===== src/rtl/load_store_unit.sv =====
// Multi-cycle load/store stage: turns a CPU load/store request into a word-wide
// valid/ready bus access and returns extended load data with a CPU stall.
module load_store_unit #(
    parameter int unsigned TIMEOUT_CYCLES = 255
) (
    input  logic        clk,
    input  logic        reset,
    input  logic        req_valid,
    input  logic        req_write,
    input  logic [2:0]  req_funct3,
    input  logic [31:0] req_addr,
    input  logic [31:0] req_wdata,
    output logic        stall,
    output logic        rsp_valid,
    output logic [31:0] rsp_rdata,
    output logic        rsp_error,
    output logic        bus_valid,
    input  logic        bus_ready,
    output logic        bus_write,
    output logic [31:0] bus_addr,
    output logic [3:0]  bus_wstrb,
    output logic [31:0] bus_wdata,
    input  logic        bus_rvalid,
    input  logic [31:0] bus_rdata
);

    typedef enum logic [1:0] {IDLE, ADDR, RESP, DONE} state_e;

    localparam logic [15:0] TO_LAST = 16'(TIMEOUT_CYCLES - 1);

    state_e      state_q, state_d;
    logic [15:0] cnt_q, cnt_d;
    logic        err_q, err_d;
    logic        latch_en;
    logic        write_q;
    logic [2:0]  funct3_q;
    logic [31:0] addr_q, wdata_q;
    logic [31:0] rdata_q, rdata_d;
    logic        in_addr;

    function automatic logic req_illegal(input logic wr, input logic [2:0] f3,
                                         input logic [1:0] a);
        logic bad_f3;
        logic misal;
        bad_f3 = wr ? (f3 >= 3'b011)
                    : (f3 == 3'b011 || f3 == 3'b110 || f3 == 3'b111);
        case (f3[1:0])
            2'b01:   misal = a[0];
            2'b10:   misal = (a != 2'b00);
            default: misal = 1'b0;
        endcase
        return bad_f3 | misal;
    endfunction

    function automatic logic [3:0] store_strb(input logic [2:0] f3, input logic [1:0] a);
        case (f3[1:0])
            2'b00:   return 4'b0001 << a;
            2'b01:   return a[1] ? 4'b1100 : 4'b0011;
            2'b10:   return 4'b1111;
            default: return 4'b0000;
        endcase
    endfunction

    function automatic logic [31:0] store_data(input logic [2:0] f3, input logic [31:0] wd);
        case (f3[1:0])
            2'b00:   return {4{wd[7:0]}};
            2'b01:   return {2{wd[15:0]}};
            2'b10:   return wd;
            default: return 32'h0;
        endcase
    endfunction

    function automatic logic [31:0] load_extract(input logic [2:0] f3, input logic [1:0] a,
                                                 input logic [31:0] word);
        logic [31:0] s;
        s = word >> {a, 3'b000};
        case (f3)
            3'b000:  return {{24{s[7]}}, s[7:0]};
            3'b100:  return {24'h0, s[7:0]};
            3'b001:  return {{16{s[15]}}, s[15:0]};
            3'b101:  return {16'h0, s[15:0]};
            default: return s;
        endcase
    endfunction

    always_ff @(posedge clk or negedge reset) begin
        if (!reset) begin
            state_q <= IDLE;
            cnt_q   <= '0;
            err_q   <= 1'b0;
        end else begin
            state_q <= state_d;
            cnt_q   <= cnt_d;
            err_q   <= err_d;
        end
    end

    // Request and result holding registers carry data only, so no reset.
    always_ff @(posedge clk) begin
        if (latch_en) begin
            write_q  <= req_write;
            funct3_q <= req_funct3;
            addr_q   <= req_addr;
            wdata_q  <= req_wdata;
        end
        rdata_q <= rdata_d;
    end

    always_comb begin
        state_d  = state_q;
        cnt_d    = cnt_q;
        err_d    = err_q;
        latch_en = 1'b0;
        rdata_d  = rdata_q;
        case (state_q)
            IDLE: begin
                if (req_valid) begin
                    latch_en = 1'b1;
                    cnt_d    = '0;
                    rdata_d  = '0;
                    err_d    = req_illegal(req_write, req_funct3, req_addr[1:0]);
                    state_d  = err_d ? DONE : ADDR;
                end
            end
            ADDR: begin
                // Timeout wins over a handshake arriving on the same edge.
                if (cnt_q == TO_LAST) begin
                    err_d   = 1'b1;
                    state_d = DONE;
                end else begin
                    cnt_d = cnt_q + 16'd1;
                    if (bus_ready) state_d = write_q ? DONE : RESP;
                end
            end
            RESP: begin
                if (cnt_q == TO_LAST) begin
                    err_d   = 1'b1;
                    state_d = DONE;
                end else begin
                    cnt_d = cnt_q + 16'd1;
                    if (bus_rvalid) begin
                        rdata_d = load_extract(funct3_q, addr_q[1:0], bus_rdata);
                        state_d = DONE;
                    end
                end
            end
            default: state_d = IDLE;
        endcase
    end

    assign in_addr   = (state_q == ADDR);
    assign bus_valid = in_addr;
    assign bus_write = in_addr & write_q;
    assign bus_addr  = in_addr ? {addr_q[31:2], 2'b00} : 32'h0;
    assign bus_wstrb = bus_write ? store_strb(funct3_q, addr_q[1:0]) : 4'h0;
    assign bus_wdata = bus_write ? store_data(funct3_q, wdata_q) : 32'h0;

    // Gated by reset so the stall drops the instant reset asserts.
    assign stall     = reset & req_valid & (state_q != DONE);
    assign rsp_valid = (state_q == DONE);
    assign rsp_rdata = rsp_valid ? rdata_q : 32'h0;
    assign rsp_error = rsp_valid & err_q;

endmodule


===== config.mk =====
export PLATFORM = sky130hd
export DESIGN_NAME = load_store_unit
export DESIGN_NICKNAME = d
export VERILOG_FILES = /design/src/rtl/load_store_unit.sv
export SDC_FILE = /design/constraint.sdc
export NUM_CORES = 1
export LEC_CHECK = 0
export ABC_CLOCK_PERIOD_IN_PS = 4170
export CORE_MARGIN = 2
export CORE_UTILIZATION = 46
export CTS_CLUSTER_SIZE = 28
export DETAILED_ROUTE_END_ITERATION = 6
export PLACE_DENSITY = 0.78
export SYNTH_ARGS = -nofsm -noshare
export SYNTH_HDL_FRONTEND = slang
export SYNTH_SLANG_ARGS = --single-unit

===== constraint.sdc =====
create_clock -name clk -period 4.17 [get_ports clk]
set_clock_uncertainty 0.1 [all_clocks]
set_input_delay 0.834 -clock clk [delete_from_list [all_inputs] [get_ports clk]]
set_output_delay 0.834 -clock clk [all_outputs]
set_load 0.01 [all_outputs]

---- Word-level counts from Yosys, hierarchy flattened ----
Cells that the tools add are included.
word-level totals
  bits in registers ....................... 119
  input port bits ......................... 105
  output and inout port bits .............. 105
  word-level logic and storage cells ...... 84
operators by class
  add/subtract/negate cells ............... 1
  order comparisons ....................... 1
  eq/ne operators ......................... 22
  shift-type cells ........................ 2
  muxes and demuxes ....................... 32
  bitwise gates (word level) .............. 5
  reduce and logical (&&, ||, !) cells .... 13
operators with widths
  operator               number
  $mux 32                6
  $pmux 32 s4            1
  $pmux 32 s3            1
  $pmux 32 s2            1
  $mux 16                2
  $pmux 16 s2            1
  $shr 32x5->32          1
  $add 16x1->16 const B  1
  $eq 16x8->1 const B    1
  $eq 3x3->1 const B     4
  $mux 2                 6
  $pmux 4 s3             1
  $ne 2x2->1 const B     5
  $reduce_and 3->1       3
  $eq 2x2->1 const B     4
  $mux 1                 8
  $mux 4                 2
  $eq 2x1->1 const B     3
  $pmux 2 s3             1
  $reduce_bool 2->1      3
  $and 1x1->1            4
  $logic_not 2->1        2
  $pmux 1 s2             2
  $reduce_and 4->1       1
  other kinds (11)       12

---- Logic depth before layout (Yosys ltp) ----
  depth in word-level cells ............... 8
  gate-level depth with buffers ........... 8
  depth with buffers taken out ............ 6

---- Least setup slack after synthesis ----
OpenSTA, ideal clock, no wires.
  path type ............................... register to register
  start point ............................. register cnt_q[0]
  end point ............................... register rdata_q[0], enable pin
  library setup time ...................... 0.432 ns
  data arrival time ....................... 2.695 ns
  required time ........................... 3.638 ns
  slack ................................... 0.943 ns
  cell stages (with the launch flop) ...... 8
  path buffers ............................ 1
  clock period less this slack ............ 3.227 ns
  path through ............................ dfrtp_1 -> inv_1 -> ha_1 -> nand4b_1 -> nor4_4 -> buf_6 -> nand2b_1 -> a21oi_1
between the ends
  word-level cells in the longest chain between the ends .. 3
RTL lines
  element                            RTL line  RTL
  from (decl)                        32        logic [15:0] cnt_q, cnt_d;
  from (signal assigned)             93        cnt_q <= cnt_d;
  $eq 16x8->1                        136       if (cnt_q == TO_LAST) begin
  $ne 2x2->1 (no source line)        n/a
  $reduce_and 4->1 (no source line)  n/a
  to (signal assigned)               106       rdata_q <= rdata_d;
  to (decl)                          38        logic [31:0] rdata_q, rdata_d;
No other way between the ends.
A chain may end at the register's enable or synchronous reset.

---- Final worst setup path ----
  start point ............................. register funct3_q[0]
  end point ............................... output bus_wstrb[1]
between the ends
  word-level cells in the longest chain between the ends .. 3
  elaborated cells between the ends (all ways) .. 5
  classes of those cells .................. 2 x eq/ne; 2 x mux; 1 x reduce/logical
RTL lines
  element                                   RTL line  RTL
  from (decl)                               36        logic [2:0] funct3_q;
  from (signal assigned)                    102       funct3_q <= req_funct3;
  $eq 2x2->1, or another cell as far along  56        case (f3[1:0])
  $pmux 4 s3 (*)                            56
  $mux 4 (*)                                155       assign bus_wstrb = bus_write ? store_strb(funct3_q, addr_q[1:0]) : 4'h0;
  to (decl)                                 21        output logic [3:0] bus_wstrb,
Every way passes the cells marked *; elsewhere a longest branch is shown, timed or not.

==> impl_metrics.json <==
{
  "root_buffer": "clkbuf_16",
  "syn_avg_cell_area_um2": 10.9,
  "post_cts_buffers": 0,
  "hold_slack_ns": 0.465,
  "cts_resized": 0,
  "yosys_register_bits": 119,
  "path_clk_slew_ns": 0.06,
  "h-tree-depth": 4,
  "cellPowerDensity_nw_per_um2": 558,
  "grt_pass1_wl_um": 25300,
  "clock_power_share_pct": 27.2,
  "ff_latch_area_um2": 3480,
  "final_util_pct": 67.9,
  "grt-ovfl-total": 0,
  "antenna_found_initial": 0,
  "die_h_um": 120,
  "pin_count": 210,
  "synth_commonest_cells": "edfxtp_1, and2_1, a21oi_1, nand2_1, mux2i_1",
  "ir_drop_mv": 0.300,
  "die_w_um": 120,
  "port_buffers": 207,
  "cp.required_ns": 3.24,
  "async_flop_share_pct": 16.0,
  "grt_max_degree": 39,
  "clkLatencyLatePin_ns": 0.40,
  "grtUsageTotal_pct": 22.6,
  "pwr-share-seq_pct": 37.4,
  "period_share_pct": 84.2,
  "finalSetupTns_ns": 0,
  "dp_hpwl_um": 11500,
  "path_class": "reg -> out",
  "use_met3_pct": 7.60,
  "cts_hold_buf": 0,
  "synth_area_leader_cell": "edfxtp_1",
  "drc_errors": 0,
  "synth_edf_count": 100,
  "multi_input_area_um2": 2470,
  "power_frac_comb_pct": 35.4,
  "cp.arrival_ns": 2.58,
  "area_growth_pct": 45.2,
  "routed_via_density": 5.32,
  "synth_area_um2": 6150,
  "slew_headroom_pct": 32.7,
  "nFillCells": 978,
  "grt_pass1_vias": 5104,
  "synth-main-ff-cell": "edfxtp_1",
  "synth.top_cell.area_share_pct": 48.8,
  "status": "completed",
  "design.core.area_um2": 13100,
  "start_util_pct": 46.8,
  "synth_warnings": 0,
  "post-place-ws_ns": 1.04,
  "clk_path_buf_depth": 2,
  "swShare_pct": 31.8,
  "maxSlewViolCount": 0,
  "fin_crit_ns": 3.51,
  "met1_usage_pct": 26.6,
  "nets": 880,
  "gr-usage-met2_pct": 38.9,
  "p_switching_w": 0.00158,
  "core.rowCount": 42,
  "hold_class": "reg -> reg",
  "final-hold-violation-count": 0,
  "drtAntennaViolNets": 0,
  "netlist_instances": 563,
  "dr_total_vias": 5061,
  "first_pass_iters": 5,
  "gp_congestion": 0.806,
  "routed_wl_um": 16200,
  "drv_cap": 0,
  "max_freq_ghz": 0.285,
  "layout-drive-gt1-share_pct": 7.99,
  "power_leakage_nw": 3.27,
  "cts_tree": "done",
  "worst_slack_ns": 0.660,
  "synth.distinct_cells": 49,
  "die-area_um2": 14300,
  "grt_setup_unrepaired": "false",
  "numCtsBuffers": 17,
  "tightest_slew_ns": 1.01,
  "p_int_w": 0.00340,
  "path_max_fanout": 16,
  "synth_most_common_cell": "edfxtp_1",
  "crit_path_start_kind": "register",
  "wl_per_cell_um": 17.0,
  "diodes": 0,
  "cts_sinks": 119,
  "top_usage_layer": "met2",
  "synth.area.top_cells": "edfxtp_1, and2_1, dfrtp_1",
  "yosysSeqAreaShare_pct": 56.6,
  "cp-end-kind": "output pin",
  "finalSetupViolCount": 0,
  "drtIter0Drc": 360
}
power by group through the flow:
stage / Clock, W / Sequential, W / Combinational, W
finish: 0.00136 / 0.00186 / 0.00176
global route: 0.00143 / 0.00190 / 0.00192
global placement: 0 / 0.00186 / 0.00173
floorplan: 0 / 0.00183 / 0.000996
detailed placement: 0 / 0.00189 / 0.00176
CTS: 0.00138 / 0.00186 / 0.00178
metal layers:
layer | wire length, µm | vias to the layer above
li1 | - | 2412
met1 | 6420 | 2373
met2 | 8010 | 254
met3 | 1440 | 22
met4 | 289 | 0
met5 | 0 | -
placed cells by master (no fill, tap or decap), types with 2 or more instances in the layout:
cell	count
clkinv_2	6
o21bai_1	2
buf_4	9
clkbuf_16	17
nor3_1	7
and2_1	78
nand2_1	39
or2_2	17
or3_1	3
bufinv_16	2
ha_1	10
nor2_1	29
clkinvlp_4	2
mux2i_1	32
nand2b_1	7
and3_1	2
a21oi_1	67
o21a_1	2
nor2b_1	20
o22ai_1	2
or4_1	6
and2_0	3
clkinv_1	2
dfrtp_1	19
clkdlybuf4s50_1	207
edfxtp_1	100
o31ai_1	6
conb_1	2
nand3_1	9
a211oi_1	18
inv_1	14
o21ai_0	14
cell families (layout without fill, tap and decap cells):
family	after synthesis	in the layout	share of synthesized area, %
AOI/OAI and AO/OA	122	122	11.8
muxes	33	33	5.39
DFF	119	119	56.6
other	1	2	0.0610
and+or+nand+nor	228	228	20.7
buffers and inverters	50	262	3.40
adders and majority gates	10	10	2.04
critical path, stage by stage (launching register included):
cell	delay, ns
edfxtp_1	0.67
a21oi_1	0.70
o21a_1	0.23
clkdlybuf4s50_1	0.57
metrics by stage:
step                      power (W)  std cells  cell area (µm²)
after detailed placement    0.00365        922             8380
after floorplan             0.00283        564             6150
after global placement      0.00359        922             8380
after CTS                   0.00502        952             8920
after global routing        0.00525        952             8920
final                       0.00498        952             8920
final cells by class:
type	instances	area share [%]
sequential	119	39.0
tap	176	2.47
multi-input combinational	395	27.7
clock inverter	12	1.26
inverter	15	0.631
timing repair buffer	217	24.2
clock buffer	18	4.81
worst paths after layout:
path | from | endpoint | slack [ns] | depth (start not counted)
setup / recovery | funct3_q[0]$_DFFE_PP_ | bus_wstrb[1] | 0.66 | 3
hold reg to reg | state_q[1]$_DFFE_PN0P_ | state_q[1]$_DFFE_PN0P_ | 0.47 | 1
setup reg to reg | state_q[0]$_DFFE_PN0P_ | cnt_q[14]$_DFFE_PN0P_ | 1.45 | 6
max in group asynchronous | reset | state_q[0]$_DFFE_PN0P_ | 3.00 | 2
hold / removal | state_q[1]$_DFFE_PN0P_ | state_q[1]$_DFFE_PN0P_ | 0.47 | 1
min in group asynchronous | reset | cnt_q[14]$_DFFE_PN0P_ | 0.75 | 2
flip-flops by register name (all words and copies together) (netlist names):
register,flops
state_q,2
wdata_q,32
write_q,1
rdata_q,32
funct3_q,3
addr_q,32
cnt_q,16
err_q,1
Power figures use the tool's default switching activity.
